===== config.mk =====
export PLATFORM = sky130hd
export DESIGN_NAME = collatz_engine
export DESIGN_NICKNAME = d
export VERILOG_FILES = /design/src/rtl/collatz_engine.sv
export SDC_FILE = /design/constraint.sdc
export NUM_CORES = 1
export LEC_CHECK = 0
export CAP_MARGIN = 5
export CORE_MARGIN = 4
export CORE_UTILIZATION = 60
export DETAILED_ROUTE_END_ITERATION = 10
export PLACE_DENSITY = 0.89
export SYNTH_ARGS = -nofsm -noshare
export SYNTH_HDL_FRONTEND = slang
export SYNTH_SLANG_ARGS = --single-unit

===== constraint.sdc =====
create_clock -name clk -period 9.5 [get_ports clk]
set_clock_uncertainty 0.05 [all_clocks]
set_input_delay 1.9 -clock clk [delete_from_list [all_inputs] [get_ports clk]]
set_output_delay 1.9 -clock clk [all_outputs]
set_load 0.03 [all_outputs]

===== src/rtl/collatz_engine.sv =====
// Collatz iteration engine: accepts a start value, performs one Collatz step
// per clock and returns step count, peak, final value and overflow/saturation
// flags over a valid/ready result handshake.
module collatz_engine #(
    parameter int WIDTH = 32,
    parameter int CNT_W = 16
) (
    input  logic             clk,
    input  logic             rst,
    input  logic             start_valid,
    output logic             start_ready,
    input  logic [WIDTH-1:0] start_n,
    output logic             res_valid,
    input  logic             res_ready,
    output logic [CNT_W-1:0] res_steps,
    output logic [WIDTH-1:0] res_peak,
    output logic [WIDTH-1:0] res_last,
    output logic             res_ovf,
    output logic             res_sat
);

    typedef enum logic [1:0] {IDLE, RUN, DONE} state_t;

    typedef struct packed {
        logic [CNT_W-1:0] steps;
        logic [WIDTH-1:0] peak;
        logic [WIDTH-1:0] cur;
        logic             ovf;
        logic             sat;
    } res_t;

    state_t           state, state_nxt;
    res_t             r;
    logic [WIDTH+1:0] nxt;
    logic             at_end, cnt_full, nxt_big;

    // Candidate next value, two guard bits so 3x+1 overflow is visible
    always_comb begin
        nxt = '0;
        if (r.cur[0])
            nxt = {2'b00, r.cur} + {1'b0, r.cur, 1'b0} + (WIDTH+2)'(1);
        else
            nxt = {3'b000, r.cur[WIDTH-1:1]};
        at_end   = (r.cur <= WIDTH'(1));
        cnt_full = &r.steps;
        nxt_big  = |nxt[WIDTH+1:WIDTH];
    end

    // FSM state register
    always_ff @(posedge clk or posedge rst) begin
        if (rst) state <= IDLE;
        else     state <= state_nxt;
    end

    // Next-state and handshake outputs; termination priority: end, saturate, overflow
    always_comb begin
        state_nxt   = state;
        start_ready = 1'b0;
        res_valid   = 1'b0;
        case (state)
            IDLE: begin
                start_ready = 1'b1;
                if (start_valid) state_nxt = RUN;
            end
            RUN: begin
                if (at_end || cnt_full || nxt_big) state_nxt = DONE;
            end
            DONE: begin
                res_valid = 1'b1;
                if (res_ready) state_nxt = IDLE;
            end
            default: state_nxt = IDLE;
        endcase
    end

    // Iteration datapath; result registers frozen outside IDLE/RUN
    always_ff @(posedge clk or posedge rst) begin
        if (rst) begin
            r <= '0;
        end else begin
            case (state)
                IDLE: begin
                    if (start_valid) begin
                        r.cur   <= start_n;
                        r.peak  <= start_n;
                        r.steps <= '0;
                        r.ovf   <= 1'b0;
                        r.sat   <= 1'b0;
                    end
                end
                RUN: begin
                    if (at_end) begin
                        // terminal value reached, nothing to update
                    end else if (cnt_full) begin
                        r.sat <= 1'b1;
                    end else if (nxt_big) begin
                        r.ovf <= 1'b1;
                    end else begin
                        r.cur   <= nxt[WIDTH-1:0];
                        r.steps <= r.steps + CNT_W'(1);
                        if (nxt[WIDTH-1:0] > r.peak) r.peak <= nxt[WIDTH-1:0];
                    end
                end
                default: ;
            endcase
        end
    end

    assign res_steps = r.steps;
    assign res_peak  = r.peak;
    assign res_last  = r.cur;
    assign res_ovf   = r.ovf;
    assign res_sat   = r.sat;

endmodule


# ---- Word-level counts from Yosys, hierarchy flattened
# Cells that the tools add are included.
# Widths: inputs -> output; s select.
dict set report totals {
  reg_bits 84
  latch_bits 0
  ramBits 0
  romBits 0
  in_bits 36
  output_inout_bits 84
  wordCells 48
  n_memories 0
}
dict set report classes {
  add_sub_neg 3
  n_mul 0
  n_div 0
  n_lt_le_gt_ge 2
  eq_ne 11
  shift 0
  n_mux 15
  bitwise 0
  n_reduce_logical 11
}
# operator n
set ops {}
lappend ops {{$mux 82} 2}
lappend ops {{$pmux 82 s2} 1}
lappend ops {{$mux 81} 1}
lappend ops {{$mux 80} 1}
lappend ops {{$add 32x33->34} 1}
lappend ops {{$add 34x1->34 const B} 1}
lappend ops {{$mux 34} 1}
lappend ops {{$gt 32x32->1} 1}
lappend ops {{$le 32x1->1 const B} 1}
lappend ops {{$mux 32} 1}
lappend ops {{$ne 2x2->1 const B} 9}
lappend ops {{$add 16x1->16 const B} 1}
lappend ops {{$reduce_and 16->1} 1}
lappend ops {{$reduce_and 5->1} 2}
lappend ops {{$mux 2} 3}
lappend ops {{$pmux 2 s3} 1}
lappend ops {{$reduce_and 6->1} 1}
lappend ops {{$mux 1} 4}
lappend ops {{$reduce_and 4->1} 1}
lappend ops {{$reduce_and 3->1} 1}
lappend ops {{$eq 2x1->1 const B} 1}
lappend ops {{$eq 2x2->1 const B} 1}
lappend ops {{$logic_not 2->1} 1}
lappend ops {{$logic_or 1x1->1} 2}
lappend ops {{other kinds (2)} 2}

# ---- Depth between registers and ports, before layout
# Gate-level depths: netlist of the first run.
dict set report depth {
  depth_word 9
  depth_mapped 21
  mapped_depth_nobuf 18
}

# ---- Worst setup path before layout of the first run
# No wires, ideal clock.
dict set report synth_path {
  path_kind {register to register}
  startpoint {register r, in the netlist res_last[0]}
  endpoint {register r, in the netlist res_peak[0]}
  setup_ps 125
  arrival_time_ps 4261
  required_time_ps 9325
  slack_ps 5064
  path_stages_with_launch 21
  n_path_buf 3
  synth_period_minus_slack_ps 4436
  cell_sequence {dfrtp_1 > clkbuf_1 > inv_1 > clkbuf_1 > ha_1 > a21oi_1 > o22ai_1 > o211ai_1 > o21ai_1 > a311oi_1 > xnor2_1 > nand2_1 > o21ai_0 > ha_1 > nand4_1 > nor3_1 > nor4b_1 > a221o_1 > nand3_4 > buf_6 > mux2_4}
}
dict set report synth_between {
  elab_chain_len 8
  word_cells_on_any_way 15
  classes_between {add/sub (2); order compare (2); eq/ne (3); mux (6); reduce/logical (2)}
}
# item line
set synth_rtl {}
lappend synth_rtl {{start, declared} 33} ;# res_t r;
lappend synth_rtl {{branches (longest 8 deep; another with $add 32x33->34)} --}
# Parallel ways; which one is timed is not known. The select of a mux whose other input is x is not followed.
# A chain may end at the register's enable or synchronous reset.

# ---- Final worst setup path of the first run
dict set report layout_path {
  startpoint {register r, in the netlist res_last[0]}
  endpoint {register r, in the netlist res_peak[1]}
}
# Same word-level chain as after synthesis.

==> results of run 1 <==
flip-flops by register name, indices dropped and copies added, names as in the netlist:
| name | count |
|---|---|
| res_last | 32 |
| res_peak | 32 |
| res_steps | 16 |
| state | 2 |
| res_ovf | 1 |
| res_sat | 1 |
critical path, stage by stage, from the launching register on:
cell and delay, ps:
dfrtp_2 400, buf_4 320, fa_1 550, a21o_1 210, a221oi_1 370, o211ai_1 200
a31oi_1 390, o21bai_1 210, xor2_1 170, nand2_1 80, o21ai_0 130, ha_1 370
nand2_1 80, nor3_1 290, nor4b_1 480, a221o_1 300, nand3_4 570, mux2_4 530
layer usage:
metal  up-vias  global-route usage (%)  wire length [um]
met5         -                       0                 0
met4         0                    13.7               736
met3        71                    6.50              1630
met1      3315                    39.2              8980
li1       3247                       -                 -
met2       329                    47.4              9740
layout by cell type, fill, tap and decap left out, drive strengths merged, types with 4 or more instances in the layout:
cell type,count
mux2i,18
o21bai,7
nor2b,5
ha,87
or3,4
nor2,44
xnor2,16
inv,81
o21ai,55
a31oi,13
a31o,5
clkdlybuf4s50,119
clkbuf,12
o211ai,9
dfrtp,84
and2,4
a2111oi,7
nand3,21
buf,4
o31ai,5
o21a,5
and3,11
mux2,71
nor3,20
nor4,5
xor2,8
a21o,18
nand4,13
o2bb2ai,11
a21oi,47
nand2b,14
nand2,82
cell type report:
cell class                 instances  area, um^2
clock buffer                      12         256
clock inverter                     4        56.3
fill                             876        3010
inverter                          81         305
multi-input combinational        648        5000
sequential                        84        2100
tap                              168         210
timing repair buffer             123        1220
path summary, 6_finish.rpt:
| check | from | end | slack [ps] |
|---|---|---|---|
| max in group asynchronous | rst | res_last[13] | 6560 |
| min | res_peak[23] | res_peak[23] | 490 |
| min in group asynchronous | rst | state[1] | 2130 |
| min reg2reg | res_peak[23] | res_peak[23] | 490 |
| max reg2reg | res_last[0] | res_peak[1] | 3640 |
| max | res_last[0] | res_peak[1] | 3640 |
stage by stage:
| step | worst slack, ps | hold WS [ps] | cells | area (um^2) | util [%] |
|---|---|---|---|---|---|
| after floorplan | 5060 | 626 | 847 | 7560 | - |
| after global placement | 4130 | 467 | 1104 | 8840 | 72.7 |
| after detailed placement | 3840 | 474 | 1104 | 8840 | 72.7 |
| after CTS | 3720 | 489 | 1120 | 9160 | 75.3 |
| after global routing | 3290 | 512 | 1120 | 9160 | 75.3 |
| final | 3640 | 487 | 1120 | 9160 | 75.3 |
kinds of logic (layout without fill, tap and decap cells):
family | after synthesis | in the layout | share of synthesized area [%]
buffers and inverters | 115 | 220 | 6.14
muxes | 89 | 89 | 14.4
adders and majority gates | 88 | 88 | 14.7
AOI/OAI and AO/OA | 213 | 213 | 19.3
xor gates and xnor gates | 24 | 24 | 2.78
and+or+nand+nor | 234 | 234 | 14.9
DFF | 84 | 84 | 27.8
==> impl_metrics.py, run 1 <==
metrics = {
    "timing": {
        "rsz0062_at_grt": "no",
        "slew-limit-headroom_pct": 28.0,
        "min_period_over_period_pct": 61.7,
        "tightest_slew_ps": 1080,
        "timing.fmax_mhz": 171,
        "setup_viol": 0,
        "tns_ps": 0,
        "final.min_clock_period_ps": 5860,
        "finalHoldViolCount": 0,
        "maxSlewViolCount": 0,
    },
    "detailed_routing": {
        "wl_per_cell_um": 18.8,
        "drc_errors": 0,
        "vias": 6962,
        "vias_per_cell": 6.22,
        "routed_wl_um": 21100,
        "drtIter0Drc": 588,
        "first_pass_iters": 6,
        "detail-route-antenna-nets": 0,
    },
    "critical_path": {
        "end_kind": "flop",
        "path_class": "flop to flop",
        "cp-start-kind": "flop",
        "cp_max_fo": 63,
        "worstPathRequired_ps": 9690,
        "cp.arrival_ps": 6050,
        "reg2regPathDepth": 17,
    },
    "logic_synthesis": {
        "synth_cell_type_count": 71,
        "synthCells": 847,
        "synth_common_cells": "87 x ha_1, 84 x dfrtp_1, 82 x nand2_1",
        "yosys_warnings": 0,
        "synthMostInstantiatedCell": "ha_1",
        "ys_seq_area_share_pct": 27.8,
        "synth-edff-count": 0,
        "synth_area_per_cell_um2": 8.93,
        "synth_top_cell_by_area": "dfrtp_1",
        "syn_nets": 971,
        "synth_flop_cell": "dfrtp_1",
        "synthArstFlopShare_pct": 100,
        "ys_top_cells_by_area": "dfrtp_1 28%, ha_1 14%, mux2_2 6.1%",
        "synthDominantCellAreaShare_pct": 27.8,
        "ys_seq_elements": 84,
        "syn_area_mm2": 0.00756,
    },
    "floorplanning": {
        "row_count": 40,
        "dieHeight_um": 120,
        "dieArea_mm2": 0.0145,
        "boundaryPins": 120,
        "core_area_mm2": 0.0122,
        "start_util_pct": 62.2,
        "die-width_um": 120,
    },
    "cts": {
        "cts_setup_buffers": 0,
        "cts_root_buf": "clkbuf_16",
        "holdBufCountCts": 0,
        "cts.sinks": 84,
        "cts-buffers-inserted": 9,
        "clkSlewWorstSetupHoldPaths_ps": 70,
        "htree_levels": 3,
        "cts_resized": 0,
        "cts_tree": "done",
        "clk_latency_ps": 360,
        "cts_buffer_depth": 2,
    },
    "flow_run": {
        "maxCapViolations": 0,
    },
    "global_routing": {
        "grtUsageTotal_pct": 29.9,
        "grt_pass1_vias": 7037,
        "grt_overflow_total": 0,
        "antenna_found_initial": 0,
        "grt_first_pass_wirelength_um": 35000,
        "grt_start_max_net_pins": 85,
    },
    "place": {
        "place_hpwl_um": 15400,
        "portBuffers": 119,
        "place_congestion": 0.967,
    },
    "layout": {
        "drive_gt1_share_pct": 11.6,
        "area_delta_synth_final_pct": 21.1,
        "finalNetCount": 1071,
        "diodes": 0,
    },
    "run_status": {
        "status": "finished, final reports clean",
    },
    "min_path": {
        "hold_depth": 1,
        "hp-class": "flop to flop",
    },
}
Power of run 1 is left out: the tool's default activity adds up to more than one toggle a clock period on the data nets, which glitch-free logic cannot reach.
==> run 2: changes to the inputs <==
- CORE_UTILIZATION: 60 -> 56
- PLACE_DENSITY: 0.89 -> 0.84
- clock period: 9.5 -> 5.64 ns (I/O delays scaled with it)
==> impl_metrics.py, run 2 (same netlist as run 1, synthesis figures left out) <==
metrics = {
    "run_status": {
        "status": "finished, final reports clean",
    },
    "critical_path": {
        "path_buf_inv": 1,
        "cp.depth": 18,
        "worst_path_most_repeated_cell": "o21ai_0",
        "worstPathCellList": "fa_1 > a21o_1 > a221oi_1 > o211ai_1 > a31oi_1 > o21bai_1 > xor2_1 > nand2_1 > o21ai_0 > ha_1 > a2111oi_0 > o21ai_0 > o21ai_0 > o21ai_0 > a221o_1 > nand3_4 > buf_12 > mux2_4",
        "end_kind": "flop",
        "worstPathRequired_ps": 5830,
        "cp.arrival_ps": 5490,
        "critPathTopFamily": "compound AO/OA/AOI/OAI gates",
        "cp-start-kind": "flop",
        "cp_max_fo": 21,
        "crit_slowest_cell": "dfrtp_2",
        "path_class": "flop to flop",
        "max_stage_delay_ps": 570,
        "reg2regPathDepth": 18,
    },
    "layout": {
        "final_cells": 1131,
        "regArea_mm2": 0.00210,
        "multi_input_area_mm2": 0.00500,
        "drive_gt1_share_pct": 11.9,
        "area_delta_synth_final_pct": 21.3,
        "layout_commonest_cell": "clkdlybuf4s50_1",
        "diodes": 0,
        "finalNetCount": 1074,
        "fill_cells": 1080,
        "final_cell_mix": "119 x clkdlybuf4s50_1, 87 x ha_1, 83 x dfrtp_1",
    },
    "cts": {
        "cts-buffers-inserted": 9,
        "cts_setup_buffers": 0,
        "htree_levels": 3,
        "clk_latency_ps": 350,
        "cts_buffer_depth": 2,
        "clkSlewWorstSetupHoldPaths_ps": 70,
        "cts_tree": "done",
        "cts_root_buf": "clkbuf_16",
        "cts_resized": 0,
        "cts.sinks": 84,
        "holdBufCountCts": 0,
    },
    "timing": {
        "maxSlewViolCount": 0,
        "tns_ps": 0,
        "min_period_over_period_pct": 94.0,
        "timing.fmax_mhz": 189,
        "setup_viol": 0,
        "tightest_slew_ps": 1060,
        "rsz0062_at_grt": "no",
        "finalHoldViolCount": 0,
        "slew-limit-headroom_pct": 29.0,
        "final.min_clock_period_ps": 5300,
    },
    "global_routing": {
        "grt_start_max_net_pins": 60,
        "grt_pass1_vias": 6647,
        "antenna_found_initial": 0,
        "grtUsageTotal_pct": 26.1,
        "grt_first_pass_wirelength_um": 33700,
        "grt_overflow_total": 0,
    },
    "min_path": {
        "hp-class": "flop to flop",
        "hold_depth": 1,
    },
    "place": {
        "portBuffers": 119,
        "place_hpwl_um": 15500,
        "dp_cells": 1115,
        "place_congestion": 0.960,
    },
    "floorplanning": {
        "dieHeight_um": 124,
        "core_area_mm2": 0.0132,
        "start_util_pct": 57.1,
        "boundaryPins": 120,
        "die-width_um": 124,
        "dieArea_mm2": 0.0154,
        "row_count": 42,
    },
    "flow_run": {
        "maxCapViolations": 0,
    },
    "detailed_routing": {
        "first_pass_iters": 7,
        "vias_per_cell": 5.97,
        "vias": 6756,
        "wl_per_cell_um": 18.0,
        "drtIter0Drc": 444,
        "routed_wl_um": 20300,
        "detail-route-antenna-nets": 0,
        "drc_errors": 0,
    },
}
## run 2: worst paths after layout
kind | startpoint | to | slack (ps)
hold reg to reg | res_steps[0] | res_steps[0] | 480
hold / removal | res_steps[0] | res_steps[0] | 480
max in group asynchronous | rst | res_last[19] | 3390
setup reg to reg | res_last[0] | res_peak[2] | 340
setup / recovery | res_last[0] | res_peak[2] | 340
min in group asynchronous | rst | res_steps[2] | 1180
## run 2: cell type report
class | count | area share, %
Inverter | 81 | 3.33
Clock inverter | 6 | 0.518
Clock buffer | 10 | 2.60
Timing Repair Buffer | 126 | 13.7
Tap cell | 176 | 2.40
Sequential cell | 84 | 22.9
Multi-Input combinational cell | 648 | 54.5
## run 2: metrics by stage
step	instance area (um^2)	worst slack [ps]	hold WS, ps	util [%]
6_report	9180	341	485	69.3
5_1_grt	9180	21.5	508	69.3
4_1_cts	9180	442	488	69.3
3_5_place_dp	8890	476	470	67.1
3_3_place_gp	8890	662	465	67.1
2_1_floorplan	7560	1200	626	-
## run 2: metal layers
| layer | wire (um) | part of all wire [%] | track usage [%] | vias to the layer above |
|---|---|---|---|---|
| met5 | 0 | 0 | 0 | - |
| met4 | 308 | 1.5 | 7.09 | 0 |
| met2 | 9440 | 47 | 42.5 | 225 |
| met3 | 1170 | 5.8 | 4.51 | 25 |
| met1 | 9380 | 46 | 36.0 | 3246 |
| li1 | - | - | - | 3260 |
Power of run 2 is left out for the same reason.
==> run 3: changes to the inputs <==
- RECOVER_POWER: default -> 25
==> impl_metrics.py, run 3 (same netlist as run 1, synthesis figures left out) <==
metrics = {
    "timing": {
        "final.min_clock_period_ps": 5300,
        "slew-limit-headroom_pct": -43.5,
        "tightest_slew_ps": 2140,
        "finalHoldViolCount": 0,
        "tns_ps": 0,
        "timing.fmax_mhz": 189,
        "setup_viol": 0,
        "rsz0062_at_grt": "no",
        "min_period_over_period_pct": 94.0,
        "maxSlewViolCount": 87,
    },
    "global_routing": {
        "grt_overflow_total": 0,
        "use_met3_pct": 4.51,
        "grtUsageTotal_pct": 26.1,
        "grt_pass1_vias": 6647,
        "grt_first_pass_wirelength_um": 33700,
        "busiest_layer": "met2",
        "grtUsageMet1_pct": 36.0,
        "antenna_found_initial": 0,
        "grtUsageMet2_pct": 42.5,
        "grt_start_max_net_pins": 60,
    },
    "cts": {
        "cts.sinks": 84,
        "cts-buffers-inserted": 9,
        "cts_root_buf": "clkbuf_16",
        "cts_tree": "done",
        "cts_buffer_depth": 2,
        "holdBufCountCts": 0,
        "htree_levels": 3,
        "cts_resized": 0,
        "clk_latency_ps": 350,
        "cts_setup_buffers": 0,
        "clkSlewWorstSetupHoldPaths_ps": 70,
    },
    "critical_path": {
        "cp.arrival_ps": 5490,
        "max_stage_delay_ps": 570,
        "end_kind": "flop",
        "regToRegStartpoint": "res_last[0]",
        "worstPathRequired_ps": 5820,
        "crit_slowest_cell": "dfrtp_2",
        "worstSetupStartpoint": "res_last[0]",
        "path_class": "flop to flop",
        "path_buf_inv": 1,
        "cp-start-kind": "flop",
        "critPathTopFamily": "compound AO/OA/AOI/OAI gates",
        "worst_path_most_repeated_cell": "o21ai_0",
        "cp_max_fo": 21,
        "worstPathCellList": "fa_1 > a21o_1 > a221oi_1 > o211ai_1 > a31oi_1 > o21bai_1 > xor2_1 > nand2_1 > o21ai_0 > ha_1 > a2111oi_0 > o21ai_0 > o21ai_0 > o21ai_0 > a221o_1 > nand3_4 > buf_12 > mux2_4",
    },
    "layout": {
        "drive_gt1_share_pct": 11.8,
        "final_cell_mix": "118 x clkdlybuf4s50_1, 87 x ha_1, 83 x dfrtp_1",
        "finalNetCount": 1074,
        "final_area_mm2": 0.00917,
        "multi_input_area_mm2": 0.00500,
        "area_delta_synth_final_pct": 21.3,
        "layout_commonest_cell": "clkdlybuf4s50_1",
        "diodes": 0,
        "regArea_mm2": 0.00210,
        "final_cells": 1131,
        "fill_cells": 1082,
    },
    "flow_run": {
        "maxCapViolations": 2,
    },
    "detailed_routing": {
        "first_pass_iters": 5,
        "drc_errors": 0,
        "drtIter0Drc": 444,
        "detail-route-antenna-nets": 0,
        "vias_per_cell": 5.98,
        "wl_per_cell_um": 18.0,
        "routed_wl_um": 20300,
        "vias": 6766,
    },
    "floorplanning": {
        "boundaryPins": 120,
        "dieHeight_um": 124,
        "start_util_pct": 57.1,
        "die-width_um": 124,
        "row_count": 42,
        "dieArea_mm2": 0.0154,
        "core_area_mm2": 0.0132,
    },
    "place": {
        "dpl_cell_area_mm2": 0.00889,
        "place_hpwl_um": 15500,
        "dp_cells": 1115,
        "portBuffers": 119,
        "place_congestion": 0.960,
    },
    "min_path": {
        "hp-class": "flop to flop",
        "hp-start": "res_steps[0]",
    },
    "run_status": {
        "status": "finished, violations left",
        "violations": "max-capacitance violations, max-slew violations",
    },
}
## run 3: changes by cell type in the layout (fill, tap and decap cells not counted), sizes merged
cell           previous run  this run
buf                       7         6
clkdlybuf4s50           119       118
clkbuf                   10        11
clkinvlp                  1         2
clkinv                    4         3
dlygate4sd3               0         1
## run 3: final cells by class
type                       count  share of cell area [%]
timing repair buffer         126                    13.7
multi-input combinational    648                    54.6
clock inverter                 6                   0.518
clock buffer                  10                    2.61
tap                          176                    2.40
sequential                    84                    22.9
inverter                      81                    3.33
## run 3: worst paths after layout
kind	endpoint	slack [ps]	cells after the start
worst max-delay path	res_peak[5]	340	18
worst min-delay path	res_steps[0]	480	1
worst max register to register	res_peak[5]	340	18
worst min register to register	res_steps[0]	480	1
min in group asynchronous	res_steps[2]	1730	2
max in group asynchronous	res_last[0]	1150	3
## run 3: stage by stage
stage	setup slack (ps)	utilization (%)	hold WS, ps
after floorplan	1200	-	626
after detailed placement	476	67.1	470
after global routing	21.5	69.3	508
after global placement	662	67.1	465
final	336	69.3	485
after CTS	442	69.3	488
## run 3: per-layer routing
layer	routed length, um	share of wire [%]	up-vias
met1	9370	46	3253
li1	-	-	3263
met4	302	1.5	0
met2	9450	47	227
met3	1190	5.9	23
met5	0	0	-
Power of run 3 is left out for the same reason.
